## src/rtl/shifter_pipe.sv

```systemverilog
// rtl/shifter_pipe.sv - two-stage pipelined barrel shifter with valid/ready handshakes
module shifter_pipe #(
  parameter  int WIDTH   = 32,
  localparam int SHAMT_W = $clog2(WIDTH),
  localparam int SPLIT   = SHAMT_W / 2
) (
  input  logic               clk,
  input  logic               rst,
  input  logic               in_valid,
  output logic               in_ready,
  input  logic [WIDTH-1:0]   in_data,
  input  logic [SHAMT_W-1:0] in_shamt,
  input  logic [2:0]         in_op,
  output logic               out_valid,
  input  logic               out_ready,
  output logic [WIDTH-1:0]   out_data,
  output logic               out_zero,
  output logic               out_err
);

  localparam logic [2:0] OP_SLL = 3'd0;
  localparam logic [2:0] OP_SRL = 3'd1;
  localparam logic [2:0] OP_SRA = 3'd2;
  localparam logic [2:0] OP_ROL = 3'd3;
  localparam logic [2:0] OP_ROR = 3'd4;

  // Shared shift core; SRA fill comes from the explicit sign argument so the
  // second stage can use the sign captured from the original operand.
  function automatic logic [WIDTH-1:0] shift_by(
    input logic [WIDTH-1:0]   d,
    input logic [SHAMT_W-1:0] k,
    input logic [2:0]         op,
    input logic               sign
  );
    logic [2*WIDTH-1:0] dd;
    logic [WIDTH-1:0]   fill;
    shift_by = '0;
    dd       = {d, d};
    fill     = ~({WIDTH{1'b1}} >> k);
    case (op)
      OP_SLL: shift_by = d << k;
      OP_SRL: shift_by = d >> k;
      OP_SRA: shift_by = (d >> k) | (sign ? fill : '0);
      OP_ROL: begin
        dd       = dd << k;
        shift_by = dd[2*WIDTH-1:WIDTH];
      end
      OP_ROR: begin
        dd       = dd >> k;
        shift_by = dd[WIDTH-1:0];
      end
      default: shift_by = '0;
    endcase
  endfunction

  logic               s1_valid_q;
  logic [WIDTH-1:0]   s1_data_q;
  logic [WIDTH-1:0]   s1_data_d;
  logic [SPLIT-1:0]   s1_lo_q;
  logic [2:0]         s1_op_q;
  logic               s1_sign_q;
  logic               s1_err_q;
  logic               s1_err_d;
  logic [SHAMT_W-1:0] s1_hi_amt;

  logic               s2_valid_q;
  logic [WIDTH-1:0]   out_data_q;
  logic [WIDTH-1:0]   out_data_d;
  logic               out_zero_q;
  logic               out_zero_d;
  logic               out_err_q;
  logic [SHAMT_W-1:0] s2_lo_amt;

  logic               s1_adv;
  logic               s2_adv;

  // Ready chain plus the next-state data for both stages.
  always_comb begin
    s2_adv     = !s2_valid_q || out_ready;
    s1_adv     = !s1_valid_q || s2_adv;
    in_ready   = s1_adv && !rst;

    s1_hi_amt  = {in_shamt[SHAMT_W-1:SPLIT], {SPLIT{1'b0}}};
    s1_err_d   = (in_op > OP_ROR);
    s1_data_d  = shift_by(in_data, s1_hi_amt, in_op, in_data[WIDTH-1]);

    s2_lo_amt  = {{(SHAMT_W-SPLIT){1'b0}}, s1_lo_q};
    out_data_d = s1_err_q ? '0 : shift_by(s1_data_q, s2_lo_amt, s1_op_q, s1_sign_q);
    out_zero_d = (out_data_d == '0);
  end

  // Stage 1: coarse shift by the upper shamt bits; holds while stage 2 is blocked.
  always_ff @(posedge clk) begin
    if (rst) begin
      s1_valid_q <= 1'b0;
      s1_data_q  <= '0;
      s1_lo_q    <= '0;
      s1_op_q    <= '0;
      s1_sign_q  <= 1'b0;
      s1_err_q   <= 1'b0;
    end else if (s1_adv) begin
      s1_valid_q <= in_valid;
      if (in_valid) begin
        s1_data_q <= s1_data_d;
        s1_lo_q   <= in_shamt[SPLIT-1:0];
        s1_op_q   <= in_op;
        s1_sign_q <= in_data[WIDTH-1];
        s1_err_q  <= s1_err_d;
      end
    end
  end

  // Stage 2: fine shift by the low shamt bits into the output registers.
  always_ff @(posedge clk) begin
    if (rst) begin
      s2_valid_q <= 1'b0;
      out_data_q <= '0;
      out_zero_q <= 1'b1;
      out_err_q  <= 1'b0;
    end else if (s2_adv) begin
      s2_valid_q <= s1_valid_q;
      if (s1_valid_q) begin
        out_data_q <= out_data_d;
        out_zero_q <= out_zero_d;
        out_err_q  <= s1_err_q;
      end
    end
  end

  assign out_valid = s2_valid_q;
  assign out_data  = out_data_q;
  assign out_zero  = out_zero_q;
  assign out_err   = out_err_q;

endmodule

```

## config.mk

```make
export PLATFORM = sky130hd
export DESIGN_NAME = shifter_pipe
export DESIGN_NICKNAME = d
export VERILOG_FILES = /design/src/rtl/shifter_pipe.sv
export SDC_FILE = /design/constraint.sdc
export NUM_CORES = 1
export LEC_CHECK = 0
export CORE_MARGIN = 1
export CORE_UTILIZATION = 60
export CTS_BUF_LIST = sky130_fd_sc_hd__clkbuf_8
export CTS_CLUSTER_DIAMETER = 40
export DETAILED_ROUTE_END_ITERATION = 6
export GPL_TIMING_DRIVEN = 0
export PLACE_DENSITY = 0.84
export SLEW_MARGIN = 20
export SYNTH_ARGS = -nofsm -noshare
export SYNTH_HDL_FRONTEND = slang
export SYNTH_SLANG_ARGS = --single-unit
```

## constraint.sdc

```tcl
create_clock -name clk -period 6.3 [get_ports clk]
set_input_delay 1.26 -clock clk [delete_from_list [all_inputs] [get_ports clk]]
set_output_delay 1.26 -clock clk [all_outputs]
set_load 0.01 [all_outputs]
```

# Word-level counts from Yosys, hierarchy flattened
# Index checks and enable logic that the tools add are counted.
dict set report word_totals {
  input_bits 44
  wordCells 49
  ff_bits 75
  output_inout_bits 36
}
dict set report classes {
  n_reduce_logical 11
  n_lt_le_gt_ge 1
  bitwise_logic 4
  eq_ne 8
  n_shift 10
  mux 5
}
# op n
set ops {}
lappend ops {{one-hot mux 32 bit (5 select lines)} 2}
lappend ops {{two-way mux 32 bit} 3}
lappend ops {{inverter 32 bit} 2}
lappend ops {{bitwise OR 32 bit} 2}
lappend ops {{left shift 64 x 2 -> 64 bit} 1}
lappend ops {{left shift 64 x 5 -> 64 bit} 1}
lappend ops {{right shift 64 x 2 -> 32 bit} 1}
lappend ops {{right shift 64 x 5 -> 32 bit} 1}
lappend ops {{logical NOT 32 bit} 1}
lappend ops {{left shift 32 x 2 -> 32 bit} 1}
lappend ops {{left shift 32 x 5 -> 32 bit} 1}
lappend ops {{right shift 32 x 2 -> 32 bit} 1}
lappend ops {{right shift 32 x 2 -> 32 bit (first input constant)} 1}
lappend ops {{right shift 32 x 5 -> 32 bit} 1}
lappend ops {{right shift 32 x 5 -> 32 bit (first input constant)} 1}
lappend ops {{== test 3 x 2 -> 1 bit (second input constant)} 4}
lappend ops {{== test 3 x 1 -> 1 bit (second input constant)} 2}
lappend ops {{== test 3 bit (second input constant)} 2}
lappend ops {{logical NOT 3 bit} 2}
lappend ops {{AND reduction 2 bit} 2}
lappend ops {{> comparator 3 bit (second input constant)} 1}
lappend ops {{logical NOT 1 bit} 3}
lappend ops {{logical OR 1 bit} 2}
lappend ops {{logical AND 1 bit} 1}

# Longest topological paths before layout
# Gate-level depths: netlist of the first run.
dict set report depth {
  ltp_word 7
  ltp_mapped 10
}

# Least setup slack after synthesis of the first run
# OpenSTA, ideal clock, no wires.
dict set report synth_timing {
  path_type {input-to-output}
  from {input port rst}
  to {output port in_ready}
  stages 3
  path_buffers 2
  slack_ps 3236
  arrival_ps 1804
  cell_sequence {clkbuf_1 > clkbuf_1 > a21oi_1}
}
dict set report synth_between {
  elab_chain_len 2
}
# item line
set synth_rtl {}
lappend synth_rtl {{start: declaration} 8} ;# input logic rst,
lappend synth_rtl {{logical NOT 1 bit} 81} ;# in_ready = s1_adv && !rst;
lappend synth_rtl {{logical AND 1 bit} 81}
lappend synth_rtl {{end: declaration} 10} ;# output logic in_ready,
# Every way passes these cells.

# Final worst setup path of the first run
dict set report layout_timing {
  from {input port out_ready}
  to {output port in_ready}
}
dict set report layout_between {
  elab_chain_len 3
}
# item line
set layout_rtl {}
lappend layout_rtl {{start: declaration} 15} ;# input logic out_ready,
lappend layout_rtl {{logical OR 1 bit} 79} ;# s2_adv = !s2_valid_q || out_ready;
lappend layout_rtl {{logical OR 1 bit} 80} ;# s1_adv = !s1_valid_q || s2_adv;
lappend layout_rtl {{logical AND 1 bit} 81}
# Every way passes these cells.

==> results.json, run 1 <==
{
  "die_h_um": 115.1,
  "grt_first_pass_wirelength_um": 45680,
  "critPathSlowestCell": "clkdlybuf4s50_1",
  "holdWs_ns": 0.4585,
  "synth_top_area_frac": 0.1957,
  "core_um2": 12210,
  "clkPwrFrac": 0.269,
  "critical_path_class": "primary input to output port",
  "grt_max_degree": 13,
  "drive_above_1_share": 0.1490,
  "cts_tree": "done",
  "first_pass_iters": 7,
  "antenna_found_initial": 0,
  "synth_ff_type": "dfxtp_1",
  "numCtsBuffers": 9,
  "cts_setup_buffers": 0,
  "wl_per_cell_um": 25.17,
  "synth-seq-area-share": 0.1957,
  "skew_ns": 0.01047,
  "peakVddDrop_v": 0.0001604,
  "r2r-start": "s1_op_q[1]",
  "hp-class": "flip-flop to flip-flop",
  "cts-resized-gates": 0,
  "synthCells": 930,
  "synth_top_area_cell": "dfxtp_1",
  "num_antenna_cells": 0,
  "report.final.setup_viol": 0,
  "crit_arrival_ns": 2.62,
  "setup.worst_path.end_class": "output port",
  "io-pin-count": 80,
  "combPwrFrac": 0.379,
  "p_leak_nw": 3.349,
  "power_switching_mw": 0.5614,
  "finalCritPeriodShare": 0.6151,
  "switching_share": 0.3743,
  "drt_wl_total_um": 29900,
  "final_max_slew_viol_count": 0,
  "status": "complete, but fails checks",
  "dieArea_um2": 13240,
  "crit_top_cell": "clkdlybuf4s50_1",
  "timing.rr.end": "out_zero",
  "worstSetupStartpointType": "primary input",
  "synth.most_common_cell": "nand2_1",
  "dp_hpwl_um": 22370,
  "cts.sink_count": 75,
  "cp_max_fo": 6,
  "gr-total-overflow": 0,
  "nFillCells": 1014,
  "fp.dieW_um": 115.1,
  "report.final.hold_viol_count": 0,
  "ant_nets": 0,
  "crit_end": "in_ready",
  "syn-num-nets": 974,
  "critical_path.cell_chain": "clkdlybuf4s50_1 > nor2b_1 > a21oi_1 > clkdlybuf4s50_1",
  "clkTransAtPathRegs_ns": 0.07,
  "start_util": 0.6282,
  "globalplace.congestion": 1.022,
  "io_buffers": 74,
  "ctsHtreeMaxLevel": 3,
  "fin_nets": 1059,
  "seq_power_share": 0.352,
  "synthesis.area_um2": 7671,
  "min_period_ns": 3.875,
  "worst_slew_pin_slew_ns": 0.9649,
  "clk_path_buf_depth": 2,
  "yosysWarnings": 0,
  "ys_top_cells_by_area": "dfxtp_1, mux2i_1, mux4_2",
  "vias_per_cell": 7.428,
  "area_growth_pct": 15.17,
  "violations": "DRC",
  "crit_required_ns": 5.04,
  "cts-root-buf": "clkbuf_8",
  "async_reset_ff_frac": 0,
  "cts_hold_buf": 0,
  "rsz0062_at_grt": "no",
  "placed_area_um2": 8622,
  "route.detailed.drc": 1,
  "slowest_delay_ns": 0.51,
  "power.total_mw": 1.500,
  "regToRegSetupSlack_ns": 3.67,
  "final_area_um2": 8835,
  "drt-initial-drc-count": 1734,
  "synth_common_cells": "nand2_1, mux2i_1, a21oi_1",
  "synth_cell_types": 75,
  "ys_seq_elements": 75,
  "crit_start": "out_ready",
  "grt_pass1_vias": 8125,
  "syn_area_per_cell_um2": 8.249,
  "p_int_mw": 0.9387,
  "fin_tns_setup_ns": 0,
  "fmax_ghz": 0.2580,
  "num_rows": 40,
  "clock_latency_ns": 0.38,
  "num_vias": 8824,
  "synth-edff-count": 0,
  "maxCapViolCount": 0,
  "track_usage": 0.4589,
  "power_density_nw_per_um2": 169.8,
  "slew_headroom": 0.3568,
  "ff2ff_path_depth": 7,
  "postLayoutCoreUtil": 0.7235
}
-- flip-flops by register name, indices dropped and copies added (netlist names) --
signal / count
out_err: 1
s1_data_q: 32
s1_op_q: 3
out_data: 32
s1_err_q: 1
s1_valid_q: 1
out_zero: 1
out_valid: 1
s1_sign_q: 1
s1_lo_q: 2
-- worst min path at each step --
| stage | slack [ns] | depth (start not counted) | to | from |
|---|---|---|---|---|
| CTS | 0.46 | 2 | out_data[3] | out_data[3] |
| global route | 0.47 | 2 | out_data[3] | out_data[3] |
| global placement | 0.44 | 2 | out_data[4] | out_data[4] |
| finish | 0.46 | 2 | out_data[7] | out_data[7] |
| floorplan | 0.43 | 2 | out_err | s1_err_q |
| detailed placement | 0.45 | 2 | out_data[3] | out_data[3] |
-- cells by family (layout without fill, tap and decap cells) --
family / after synthesis / in the layout / share of synthesized area
AND/OR/NAND/NOR: 277 / 277 / 0.1667
flip-flops: 75 / 75 / 0.1957
multiplexers: 197 / 197 / 0.3287
AO/OA/AOI/OAI: 273 / 273 / 0.2342
buffers and inverters: 104 / 194 / 0.06720
XOR/XNOR: 4 / 4 / 0.007503
-- cells in the final DEF, fill, tap and decap left out, types with 11 or more instances in the layout --
master / n
nand3_1: 24
dfxtp_1: 75
nand2_1: 106
mux4_2: 36
a21oi_1: 93
o21ai_0: 32
nor3_1: 27
nor2_1: 69
clkbuf_8: 12
clkdlybuf4s50_1: 74
mux2_2: 34
buf_4: 12
mux2i_1: 97
clkbuf_1: 37
buf_2: 28
mux2_1: 25
o31ai_1: 12
a211oi_1: 12
inv_1: 12
o22ai_1: 23
nor2b_1: 11
a32oi_1: 13
-- worst max-delay path, delay by kind of cell --
kind | cells | cell delay (ns)
buffers and inverters | 2 | 0.91
AND/OR/NAND/NOR | 1 | 0.32
AO/OA/AOI/OAI | 1 | 0.12
-- layer usage --
layer | vias to the layer above | GRT usage | share of wire
met5 | - | 0.01111 | 0
met1 | 4110 | 0.6500 | 0.38
met4 | 0 | 0.1567 | 0.041
li1 | 3695 | - | -
met3 | 151 | 0.1471 | 0.17
met2 | 868 | 0.6530 | 0.41
-- stage by stage --
step | setup WS (ns) | instances
finish | 2.425 | 1188
global route | 2.342 | 1188
CTS | 2.413 | 1188
detailed placement | 2.427 | 1172
global placement | 2.408 | 1172
floorplan | 3.236 | 930
-- layout make-up --
class / count / area, um2 / share of cell area
well taps: 168 / 210.2 / 0.02379
repair buffers: 74 / 740.7 / 0.08384
inverters: 15 / 56.30 / 0.006373
multi-input cells: 751 / 5654 / 0.6400
clock buffers: 12 / 165.2 / 0.01869
plain buffers: 89 / 459.2 / 0.05198
flip-flops and latches: 75 / 1501 / 0.1699
clock inverters: 4 / 47.55 / 0.005382
-- power by group through the flow --
stage	Sequential [mW]	Combinational, mW	Clock [mW]
after floorplan	0.531	0.353	0
after global placement	0.535	0.535	0
after detailed placement	0.536	0.538	0
after CTS	0.525	0.542	0.397
after global routing	0.529	0.593	0.416
final	0.529	0.569	0.403
Power figures use the tool's default switching activity.
==> run 2, diff against run 1 <==
- clock period: 6.3 -> 3.65 ns (I/O delays scaled with it)
==> results of run 2 <==
Same layout as run 1 (identical final DEF). Status: complete, but fails checks: DRC.
Among the figures that moved: setup slack after placement 2.427 ns -> 0.3174 ns; clock-pin slew on the worst setup and hold paths 0.07 ns -> 0.08 ns; setup slack after layout 2.425 ns -> 0.4874 ns; start point of the critical path out_ready -> in_op[0]; end point of the critical path in_ready -> s1_data_q[0]; register-to-register setup slack 3.67 ns -> 1.02 ns; total power 1.500 mW -> 2.589 mW; worst IR drop on VDD 0.0001604 V -> 0.0002768 V
